$ cat src/rtl/instr_defs.sv
// Shared instruction-format definitions: FSM state codes, opcode constants,
// field bit positions and the captured field-set record.
package instr_defs;

   typedef enum logic [2:0] {
      ST_IDLE  = 3'd0,
      ST_PACK  = 3'd1,
      ST_WRITE = 3'd2,
      ST_FULL  = 3'd3
   } state_t;

   // Opcodes that select a non-I format
   localparam logic [5:0] OP_RTYPE = 6'd0;
   localparam logic [5:0] OP_J     = 6'd2;
   localparam logic [5:0] OP_JAL   = 6'd3;

   // Field LSB positions inside the 32-bit word (shared with the field-separation stage)
   localparam int OPCODE_LSB = 26;
   localparam int RS_LSB     = 21;
   localparam int RT_LSB     = 16;
   localparam int RD_LSB     = 11;
   localparam int SHAMT_LSB  = 6;
   localparam int FUNC_LSB   = 0;
   localparam int IMM_LSB    = 0;
   localparam int TARGET_LSB = 0;

   // Every decoded field, captured together at the accepting edge
   typedef struct packed {
      logic [5:0]  opcode;
      logic [4:0]  rs;
      logic [4:0]  rt;
      logic [4:0]  rd;
      logic [4:0]  shamt;
      logic [5:0]  func;
      logic [15:0] immediate;
      logic [25:0] target;
   } fields_t;

endpackage

$ cat src/rtl/instr_encode.sv
// Combinational packer: selects R, I or J layout from the opcode and places
// the relevant fields; fields not used by the chosen format are ignored.
module instr_encode
   import instr_defs::*;
(
   input  logic [$bits(fields_t)-1:0] i_fields,
   output logic [31:0]                o_word
);

   fields_t w_f;
   assign w_f = fields_t'(i_fields);

   // Build the word for the format implied by the opcode
   always_comb begin
      o_word = '0;
      o_word[OPCODE_LSB +: 6] = w_f.opcode;
      if (w_f.opcode == OP_RTYPE) begin
         o_word[RS_LSB    +: 5] = w_f.rs;
         o_word[RT_LSB    +: 5] = w_f.rt;
         o_word[RD_LSB    +: 5] = w_f.rd;
         o_word[SHAMT_LSB +: 5] = w_f.shamt;
         o_word[FUNC_LSB  +: 6] = w_f.func;
      end else if ((w_f.opcode == OP_J) || (w_f.opcode == OP_JAL)) begin
         o_word[TARGET_LSB +: 26] = w_f.target;
      end else begin
         o_word[RS_LSB  +: 5]  = w_f.rs;
         o_word[RT_LSB  +: 5]  = w_f.rt;
         o_word[IMM_LSB +: 16] = w_f.immediate;
      end
   end

endmodule

$ cat src/rtl/instr_pack.sv
// Instruction assembler: accepts a field set in IDLE, packs it in PACK, writes
// it to the next instruction-memory address in WRITE, and stops in FULL once
// DEPTH words are stored. All outputs decode registered state only.
// DEPTH must not exceed 2**ADDR_W.
module instr_pack
   import instr_defs::*;
#(
   parameter int ADDR_W = 5,
   parameter int DEPTH  = 32
) (
   input  logic              clk,
   input  logic              rst,
   input  logic              in_valid,
   output logic              in_ready,
   input  logic [5:0]        opcode,
   input  logic [4:0]        rs,
   input  logic [4:0]        rt,
   input  logic [4:0]        rd,
   input  logic [4:0]        shamt,
   input  logic [5:0]        func,
   input  logic [15:0]       immediate,
   input  logic [25:0]       target,
   input  logic              clear,
   output logic              mem_we,
   output logic [ADDR_W-1:0] mem_addr,
   output logic [31:0]       mem_wdata,
   output logic [ADDR_W:0]   word_count,
   output logic              full
);

   localparam logic [ADDR_W:0] DEPTH_C = DEPTH[ADDR_W:0];

   state_t              r_state;
   state_t              w_state_next;
   fields_t             r_fields;
   fields_t             w_fields_in;
   logic [31:0]         r_word;
   logic [31:0]         w_word;
   logic [ADDR_W-1:0]   r_wr_ptr;
   logic [ADDR_W:0]     r_word_count;
   logic [ADDR_W:0]     w_count_inc;

   assign w_fields_in = '{opcode:    opcode,
                          rs:        rs,
                          rt:        rt,
                          rd:        rd,
                          shamt:     shamt,
                          func:      func,
                          immediate: immediate,
                          target:    target};

   assign w_count_inc = r_word_count + 1'b1;

   instr_encode u_encode (
      .i_fields (r_fields),
      .o_word   (w_word)
   );

   // Next-state logic; clear overrides every transition
   always_comb begin
      w_state_next = r_state;
      if (clear) begin
         w_state_next = ST_IDLE;
      end else begin
         case (r_state)
            ST_IDLE:  if (in_valid) w_state_next = ST_PACK;
            ST_PACK:  w_state_next = ST_WRITE;
            ST_WRITE: w_state_next = (w_count_inc == DEPTH_C) ? ST_FULL : ST_IDLE;
            ST_FULL:  w_state_next = ST_FULL;
            default:  w_state_next = ST_IDLE;
         endcase
      end
   end

   // State register
   always_ff @(posedge clk or posedge rst) begin
      if (rst) r_state <= ST_IDLE;
      else     r_state <= w_state_next;
   end

   // Capture the field set on the accepting edge only
   always_ff @(posedge clk or posedge rst) begin
      if (rst)
         r_fields <= '0;
      else if ((r_state == ST_IDLE) && in_valid && !clear)
         r_fields <= w_fields_in;
   end

   // Packed-word register, loaded in PACK; clear leaves it untouched
   always_ff @(posedge clk or posedge rst) begin
      if (rst)
         r_word <= '0;
      else if ((r_state == ST_PACK) && !clear)
         r_word <= w_word;
   end

   // Write pointer and word count advance after each committed write
   always_ff @(posedge clk or posedge rst) begin
      if (rst) begin
         r_wr_ptr     <= '0;
         r_word_count <= '0;
      end else if (clear) begin
         r_wr_ptr     <= '0;
         r_word_count <= '0;
      end else if (r_state == ST_WRITE) begin
         r_wr_ptr     <= r_wr_ptr + 1'b1;
         r_word_count <= w_count_inc;
      end
   end

   assign in_ready   = (r_state == ST_IDLE);
   assign mem_we     = (r_state == ST_WRITE);
   assign full       = (r_state == ST_FULL);
   assign mem_addr   = r_wr_ptr;
   assign mem_wdata  = r_word;
   assign word_count = r_word_count;

endmodule
$ cat config.mk
export PLATFORM = sky130hd
export DESIGN_NAME = instr_pack
export DESIGN_NICKNAME = d
export VERILOG_FILES = /design/src/rtl/instr_defs.sv /design/src/rtl/instr_encode.sv /design/src/rtl/instr_pack.sv
export SDC_FILE = /design/constraint.sdc
export NUM_CORES = 1
export LEC_CHECK = 0
export ABC_AREA = 1
export CAP_MARGIN = 20
export CORE_ASPECT_RATIO = 1.4
export CORE_MARGIN = 5
export CORE_UTILIZATION = 58
export CTS_CLUSTER_DIAMETER = 150
export DETAILED_ROUTE_END_ITERATION = 7
export DONT_BUFFER_PORTS = 1
export PLACE_DENSITY = 0.74
export SETUP_SLACK_MARGIN = 0.5
export SYNTH_ARGS = -nofsm -noshare
export SYNTH_HDL_FRONTEND = slang
export SYNTH_SLANG_ARGS = --single-unit
$ cat constraint.sdc
create_clock -name clk -period 4.7 [get_ports clk]
set_input_delay 0.705 -clock clk [delete_from_list [all_inputs] [get_ports clk]]
set_output_delay 0.705 -clock clk [all_outputs]
set_load 0.05 [all_outputs]
Yosys cells after proc, flatten, opt, wreduce, memory -nomap -nowiden
Index checks and enable logic that the tools add are counted.
Widths: inputs -> output; s select.
{ "totals": {"ff_bits": 120, "input_bits": 78, "out_inout_bits": 46, "wordCells": 39} }
{ "op_classes": {"add_sub_neg": 2, "n_eq_ne": 7, "mux": 10, "n_reduce_logical": 8} }
{ "ops": {"columns": ["op", "count"], "rows": [
  ["$mux 26", 2],
  ["$eq 6x2->1 const B", 2],
  ["$mux 6", 2],
  ["$pmux 3 s4", 1],
  ["$mux 5", 2],
  ["$add 6x1->6 const B", 1],
  ["$eq 3x2->1 const B", 2],
  ["$eq 6x6->1 const B", 1],
  ["$logic_not 6->1", 1],
  ["$mux 3", 2],
  ["$add 5x1->5 const B", 1],
  ["$eq 3x1->1 const B", 1],
  ["$logic_and 1x1->1", 3],
  ["$logic_not 3->1", 1],
  ["$ne 3x2->1 const B", 1],
  ["$mux 2", 1],
  ["$reduce_bool 2->1", 1],
  ["$logic_not 1->1", 1],
  ["$logic_or 1x1->1", 1]
]} }

Logic depth before layout (Yosys ltp)
Gate-level depths: netlist of the first run.
{ "depth": {"ltp_word": 5, "depth_mapped": 8, "mapped_depth_nobuf": 8} }

Cells and area by module
A second synthesis of the first run with hierarchy kept.
{ "hier_totals": {"cells_unflattened": 478, "area_unflattened_um2": 5764.3} }
{ "modules_own_cells": {"columns": ["module", "n_inst", "cells_each", "area_per_inst_um2", "seq_area_each_um2"], "rows": [
  ["instr_pack", 1, 312, 4865.9, 2977.9],
  ["instr_encode", 1, 166, 898.4, 0.0]
]} }

Worst setup path before layout of the first run
No wires, ideal clock.
{ "synth_timing": {"kind": "register to output", "start": "register r_state[1]", "end": "output port mem_we", "arrival_ns": 1.161, "required_ns": 3.995, "path_slack_ns": 2.834, "path_stages_with_launch": 3, "n_path_buf": 0, "cell_sequence": "dfrtp_1 > inv_2 > nor2_1"} }
{ "synth_between": {"elab_chain_len": 1} }
{ "synth_rtl": {"columns": ["element", "line_no", "rtl"], "rows": [
  ["start: declaration", "instr_pack.sv:33", "state_t r_state;"],
  ["start signal: assignment", "instr_pack.sv:78", "else r_state <= w_state_next;"],
  ["$eq 3x2->1", "instr_pack.sv:112", "assign mem_we = (r_state == ST_WRITE);"],
  ["end: declaration", "instr_pack.sv:24", "output logic mem_we,"]
]} }
No other way between the ends.

Worst setup path after layout of the first run
{ "layout_timing": {"start": "register r_state[1]", "end": "register r_fields[51] (netlist name)"} }
{ "layout_between": {"elab_chain_len": 3} }
{ "layout_rtl": {"columns": ["element", "line_no", "rtl"], "rows": [
  ["$logic_not 3->1", null, null],
  ["via in_ready", "instr_pack.sv:14", "output logic in_ready,"],
  ["$logic_and 1x1->1 (2 in series)", "instr_pack.sv:85", "else if ((r_state == ST_IDLE) && in_valid && !clear)"],
  ["end signal: assignment", "instr_pack.sv:86", "r_fields <= w_fields_in;"],
  ["end: declaration", "instr_pack.sv:35", "fields_t r_fields;"]
]} }
The timed path passes the listed nets, and every way through them passes these cells.
A chain may end at the register's enable or synchronous reset.

==> results by group, run 1 <==
Outcome
  • Status: complete, no violations

Power
  • Int Power: 0.002320 W
  • Power Total: 0.003664 W
  • Sw power: 0.001344 W
  • Gate power share: 0.140
  • Switching Share: 0.3668
  • Clock power frac: 0.354
  • P_leak: 2.964 nW
  • Maximum VDD drop: 0.5542 mV
  • Seq pwr share: 0.506
  • Power Density: 616.7 mW/mm^2

Synthesis
  • Mapped Area: 0.005319 sq mm
  • Largest area contributor in the netlist: dfrtp_1
  • Post-Synth Adder-Cell Area: 0.007057
  • Xor/xnor cell area share of the yosys netlist: 0.001647
  • Mean Syn Cell Area: 8.939 sq um
  • Synth top area share: 0.5599
  • Post-synthesis cell count: 595
  • Syn Nets: 676
  • Synth top area cells: dfrtp_1 (56%), nor2_1 (7.0%), a21oi_1 (7.0%)
  • Top post-synthesis cells by count: dfrtp_1 (119), nor2_1 (99), inv_1 (75)
  • Count leader, synth: dfrtp_1
  • Fraction of the yosys area taken by sequential cells: 0.5599
  • Post-Synth Simple-Gate Area: 0.2002
  • Largest family of logic cells by synthesized area: simple AND/OR/NAND/NOR gates
  • Async SR Flop Fraction: 1.000
  • Synth Flop Type: dfrtp_1
  • Yosys cell types: 31
  • Post-synth EDFFs: 0
  • Synth Area in Compound Gates: 0.1150
  • Proportion of synthesized area in mux cells: 0.02964
  • Yosys warns: 0
  • #FFs+latches synth: 119

Drt
  • Residual DRC: 0
  • Routed wire length: 11,830 microns
  • Post-DRT Antenna Nets: 0
  • Drt pass-1 iters: 5
  • Metal-1 WL: 4641 microns
  • Highest routed layer: met4
  • Vias/cell: 5.478
  • DRT iter0 DRCs: 199
  • Vias: 3,873
  • Avg WL per Cell: 16.74 microns
  • Met3 routed WL: 820 microns
  • Met2 routed WL: 6077 microns

Placement
  • Hpwl dp: 7986 microns
  • GPL Wtd Cong: 0.8201
  • Pre-CTS worst setup slack: 2003 ps
  • Placed cell area: 0.005318 sq mm
  • # placed instances: 675
  • Port Buf Inserts: 0

Critical path
  • Reg-to-reg slack, setup: 1970 ps
  • CP Max Fanout: 82
  • Critical Path End Type: flip-flop
  • Worst Reg2Reg Path Length in Cells: 5
  • Crit path launch type: flip-flop
  • Crit Path Class: flip-flop to flip-flop
  • Crit path required time: 4990 ps
  • Crit path DAT: 3010 ps
  • R2R Path Start: r_state[1]
  • RR Endpoint: r_fields[51]

Timing
  • Slew headroom: 0.3202
  • Fmax: 366.9 MHz
  • Worst Skew: 9.281 ps
  • Fin crit period: 2726 ps
  • Measured slew at the worst slew-check pin: 1016 ps
  • Setup violators final: 0
  • Final WS setup: 1974 ps
  • Final Max Slew Viols: 0
  • Period Utilization, post-route: 0.5800
  • Setup repair after global routing missed its margin: false
  • Setup TNS: 0 ps
  • Final hold viol count: 0

CTS
  • Hold Buf Count CTS: 0
  • CTS Sinks: 119
  • Worst-path clk slew: 50 ps
  • CTS tree: yes
  • Cts repair resizes: 0
  • Root buf cell: clkbuf_16
  • CTS H-tree depth: 4
  • Num CTS Buffers: 17
  • Clk_lat worst skew: 420 ps
  • Setup bufs post-CTS: 0
  • Clock Path Buffers: 2

Floorplan
  • Area of the core: 0.008977 sq mm
  • Starting Density: 0.5925
  • Io pins: 124
  • Row count: 41
  • Die X: 90.94 microns
  • Die height: 123.3 microns
  • Total die area: 0.01121 sq mm

Finish
  • Fin area: 0.005941 sq mm
  • Layout cells sized above 1: 0.1017
  • Nets: 669
  • Antenna Diode Count: 0
  • Area growth from synthesis to layout: 11.69%
  • Fillers: 736
  • Post-route insts no fill: 707

GRT
  • GRT overflow: 0
  • Number of global-route vias before repair: 3,897
  • Initial antenna violation count: 0
  • Largest net degree at the start of global routing: 84
  • First-pass GRT wire length: 18,940 microns
  • All-Layer GR Usage: 0.2179

Hold path
  • Worst hold path type: input pin to async pin

Job
  • Max-Cap Viols: 0
## per-stage QoR
stage | util | hold WS (ps)
finish | 0.6617 | 50.02
global route | 0.6617 | 44.97
CTS | 0.6587 | 337.1
detailed placement | 0.5923 | 475.5
global placement | 0.5923 | 465.2
floorplan | - | 454.5
## cells in the final DEF (no fill, tap or decap), types with 2 or more instances in the layout
| master | n |
|---|---|
| nor2_1 | 99 |
| clkinv_4 | 3 |
| o21ai_1 | 7 |
| clkinvlp_4 | 2 |
| nand3_4 | 2 |
| nand3_1 | 22 |
| ha_1 | 3 |
| o21ai_0 | 13 |
| nand4_1 | 18 |
| clkinv_2 | 5 |
| dfrtp_1 | 119 |
| nor2_2 | 2 |
| clkbuf_16 | 17 |
| a21oi_1 | 74 |
| buf_4 | 3 |
| inv_2 | 3 |
| or2_0 | 11 |
| a21boi_1 | 16 |
| mux2_2 | 14 |
| nand2_1 | 73 |
| inv_1 | 74 |
| bufinv_16 | 3 |
| nor2_4 | 2 |
| or2_1 | 5 |
## worst max path at each step
stage,slack (ps),from,depth (start not counted),endpoint
after floorplan,840,rst,1,mem_addr[0]
after global placement,2070,r_state[1],5,r_fields[35]
after detailed placement,2000,r_state[1],5,r_fields[48]
after CTS,2000,r_state[1],5,r_fields[48]
after global routing,1810,r_state[1],5,r_fields[56]
final,1970,r_state[1],5,r_fields[51]
## routing by layer
layer  up-vias  GRT usage
met4         0    0.09817
met1      1848     0.2571
met3        23    0.08399
li1       1891          -
met5         -          0
met2       111     0.3538
## power by group through the flow
stage,Sequential [W],Combinational [W],Clock (W)
floorplan,0.00181,0.000437,0
global placement,0.00187,0.000493,0
detailed placement,0.00187,0.000514,0
CTS,0.00186,0.000519,0.00131
global route,0.00189,0.000592,0.00136
finish,0.00185,0.000514,0.00130
## critical path, cell delays in order, from the launching register on
cell,delay (ps)
dfrtp_1,440
nor2_2,570
nand3_4,830
buf_4,520
nor2_1,130
a21oi_1,60
## registers in the layout, indices dropped and copies added (netlist names)
name        flops
r_state         2
mem_wdata      32
word_count      6
mem_addr        5
r_fields       74
## cells by family after synthesis
kind of cell | after synthesis
and+or+nand+nor | 237
DFF | 119
AOI/OAI and AO/OA | 113
buffers and inverters | 108
muxes | 14
adders and majority gates | 3
xor gates and xnor gates | 1
## layout make-up
type	instances	area, sq um	share of cell area
inverter	78	295.3	0.04971
clock buffer	18	439.2	0.07393
clock inverter	13	156.4	0.02633
sequential	119	2978	0.5013
tap	107	133.9	0.02254
timing repair buffer	4	50.05	0.008425
multi-input combinational	368	1888	0.3178
Power figures use the tool's default switching activity.
==> run 2, diff against run 1 <==
--- a/config.mk
+++ b/config.mk
@@ -9,11 +9,11 @@
 export CAP_MARGIN = 20
 export CORE_ASPECT_RATIO = 1.4
 export CORE_MARGIN = 5
-export CORE_UTILIZATION = 58
+export CORE_UTILIZATION = 57
 export CTS_CLUSTER_DIAMETER = 150
 export DETAILED_ROUTE_END_ITERATION = 7
 export DONT_BUFFER_PORTS = 1
-export PLACE_DENSITY = 0.74
+export PLACE_DENSITY = 0.75
 export SETUP_SLACK_MARGIN = 0.5
 export SYNTH_ARGS = -nofsm -noshare
 export SYNTH_HDL_FRONTEND = slang
==> constraint.sdc (replaced) <==
create_clock -name clk -period 2.28 [get_ports clk]
set_input_delay 0.342 -clock clk [delete_from_list [all_inputs] [get_ports clk]]
set_output_delay 0.342 -clock clk [all_outputs]
set_load 0.05 [all_outputs]
==> run 2 against run 1 <==
The flow now finishes with violations (hold timing). Clock-buffer cell count increased by 4. Flip-flop and latch count unchanged. Utilization is 1.2 points higher. Combinational power rose by 130%. Cell count grew 2.4%. Highest routed layer is now met5.
==> results by group, run 2 (synthesis results as in run 1) <==
Outcome
  • Failing checks: hold timing
  • Status: finished with violations

Critical path
  • CP peak stage delay: 550 ps (-280 ps)
  • Critical Path End Type: flip-flop
  • Critical path origin: r_fields[69]
  • Crit path launch type: flip-flop
  • Slowest CP cell: dfrtp_2
  • Crit Path Class: flip-flop to flip-flop
  • Crit path required time: 2610 ps (-2380 ps)
  • RR Endpoint: mem_wdata[3]
  • Crit path DAT: 1980 ps (-1030 ps)
  • Worst path cell trace: inv_1 > nand4_4 > nor2_1 > nor2_1 > a21boi_1
  • Most frequent CP cell: nor2_1
  • R2R Path Start: r_fields[69]
  • Worst Reg2Reg Path Length in Cells: 5 (unchanged)
  • CP Max Fanout: 19 (-77%)
  • Reg-to-reg slack, setup: 630 ps (-1340 ps)

Floorplan
  • Starting Density: 0.5858 (-0.006695)
  • Die X: 91.64 microns (+0.78%)
  • Total die area: 0.01139 sq mm (+1.6%)
  • Row count: 41 (unchanged)
  • Io pins: 124 (unchanged)
  • Die height: 124.3 microns (+0.80%)
  • Area of the core: 0.009080 sq mm (+1.1%)

Finish
  • Area growth from synthesis to layout: 15.03%
  • Most frequent cells in the layout: dfrtp_1 (118), nor2_1 (99), inv_1 (74), a21oi_1 (74), nand2_1 (73)
  • Nets: 684 (+2.2%)
  • Max reg flops: 74 (unchanged)
  • Commonest non-fill, non-tap cell in the layout: dfrtp_1
  • Biggest register: r_fields
  • Layout cells sized above 1: 0.1201 (+0.01846)

CTS
  • Num CTS Buffers: 17 (unchanged)
  • CTS H-tree depth: 4 (unchanged)
  • Clock Path Buffers: 2 (unchanged)
  • Clk_lat worst skew: 400 ps (-20 ps)
  • CTS Sinks: 119 (unchanged)
  • CTS tree: yes
  • Worst-path clk slew: 50 ps (about the same)
  • Root buf cell: clkbuf_16

Placement
  • Hpwl dp: 8424 microns (+5.5%)
  • Port Buf Inserts: 0 (unchanged)
  • GPL Wtd Cong: 0.8798 (+7.3%)

GRT
  • Met3 Track Usage GR: 0.09909 (+0.01510)
  • GRT met1 Usage: 0.2486 (-0.008555)
  • Largest net degree at the start of global routing: 120 (+43%)
  • Busiest layer in global routing: met2
  • Met2 global-route usage: 0.3857 (+0.03192)
  • GRT overflow: 0 (unchanged)
  • Number of global-route vias before repair: 4,153 (+6.6%)
  • First-pass GRT wire length: 20,330 microns (+7.3%)
  • Initial antenna violation count: 2 (+2)
  • All-Layer GR Usage: 0.2280 (+0.01015)

Timing
  • Worst-case hold slack: -17.14 ps (-67.16 ps)
  • Worst Skew: 8.366 ps (-0.9147 ps)
  • Fmax: 606.8 MHz (+65%)
  • Fin crit period: 1648 ps (-1078 ps)
  • Measured slew at the worst slew-check pin: 743.6 ps (-272.4 ps)
  • Slew headroom: 0.5036 (+0.1834)
  • Period Utilization, post-route: 0.7228 (+0.1428)
  • Final Max Slew Viols: 0 (unchanged)
  • Setup repair after global routing missed its margin: false
  • Setup violators final: 0 (unchanged)
  • Setup TNS: 0 ps (unchanged)
  • Final hold viol count: 14 (+14)

Job
  • Max-Cap Viols: 0 (unchanged)

Drt
  • Routed wire length: 12,700 microns (+7.3%)
  • Residual DRC: 0 (unchanged)
  • Vias: 4,046 (+4.5%)
  • Drt pass-1 iters: 5 (unchanged)
  • Vias/cell: 5.588 (+2.0%)
  • Post-DRT Antenna Nets: 0 (unchanged)
  • Avg WL per Cell: 17.54 microns (+4.8%)
  • DRT iter0 DRCs: 285 (+43%)

Power
  • Clock power frac: 0.356 (+0.002)
  • Gate power share: 0.149 (+0.009)
  • Sw power: 0.002812 W (+110%)
  • Maximum VDD drop: 0.7883 mV (+42%)
  • Power Total: 0.007786 W (+110%)
  • Seq pwr share: 0.495 (-0.011)
  • Power Density: 1273 mW/mm^2 (+110%)
  • Int Power: 0.004974 W (+110%)
  • Switching Share: 0.3612 (-0.005648)
  • P_leak: 3.051 nW (+2.9%)

Hold path
  • Worst hold path type: input pin to async pin
-- run 2: timing repair --
item	CTS	global route
pin swaps	2	3
endpoints found under the hold margin	1	0
endpoints found under the setup margin	11	26
gates cloned	1	3
buffers inserted	0	5
resized for setup	0	3
hold buffers	1	0
-- run 2: worst max path at each step --
stage,endpoint,slack [ps],cells after the start
floorplan,mem_addr[0],480,1
detailed placement,mem_wdata[3],440,5
finish,mem_wdata[3],630,5
CTS,mem_wdata[8],470,5
global route,mem_wdata[8],510,5
global placement,mem_wdata[3],480,5
-- run 2: through the flow --
step	setup WS [ps]	cells	util	hold WS, ps	cell area [sq um]
floorplan	482.6	595	-	405.1	5323
global placement	484.7	681	0.5949	407.5	5401
detailed placement	435.8	681	0.5949	413.4	5401
CTS	470.4	715	0.6650	23.11	6038
global route	509.9	724	0.6738	59.53	6118
finish	632.0	724	0.6738	-17.14	6118
-- run 2: power by group through the flow --
| stage | Combinational [W] | Sequential, W | Clock, W |
|---|---|---|---|
| 6_report | 0.00116 | 0.00385 | 0.00277 |
| 5_1_grt | 0.00132 | 0.00392 | 0.00292 |
| 4_1_cts | 0.00111 | 0.00384 | 0.00281 |
| 3_5_place_dp | 0.00108 | 0.00387 | 0 |
| 3_3_place_gp | 0.00104 | 0.00385 | 0 |
| 2_1_floorplan | 0.000902 | 0.00374 | 0 |
-- run 2: final cells by class --
class                           count  area (sq um)
Multi-Input combinational cell    372          1939
Antenna cell                        1         2.502
Clock inverter                     10         150.1
Inverter                           78         296.5
Tap cell                          107         133.9
Timing Repair Buffer               15         152.6
Fill cell                         745          2962
Clock buffer                       22         464.2
Sequential cell                   119          2979
-- run 2: routing by layer --
layer  up-vias  wire (microns)
li1       1927               -
met3        42            1116
met1      1915            4550
met4         2             360
met2       160            6652
met5         -              20
-- run 2: worst max-delay path, delay by kind of cell (launching register included) --
family / cells / cell delay (ps)
flip-flops: 1 / 550
buffers and inverters: 1 / 280
AND/OR/NAND/NOR: 3 / 580
AO/OA/AOI/OAI: 1 / 150
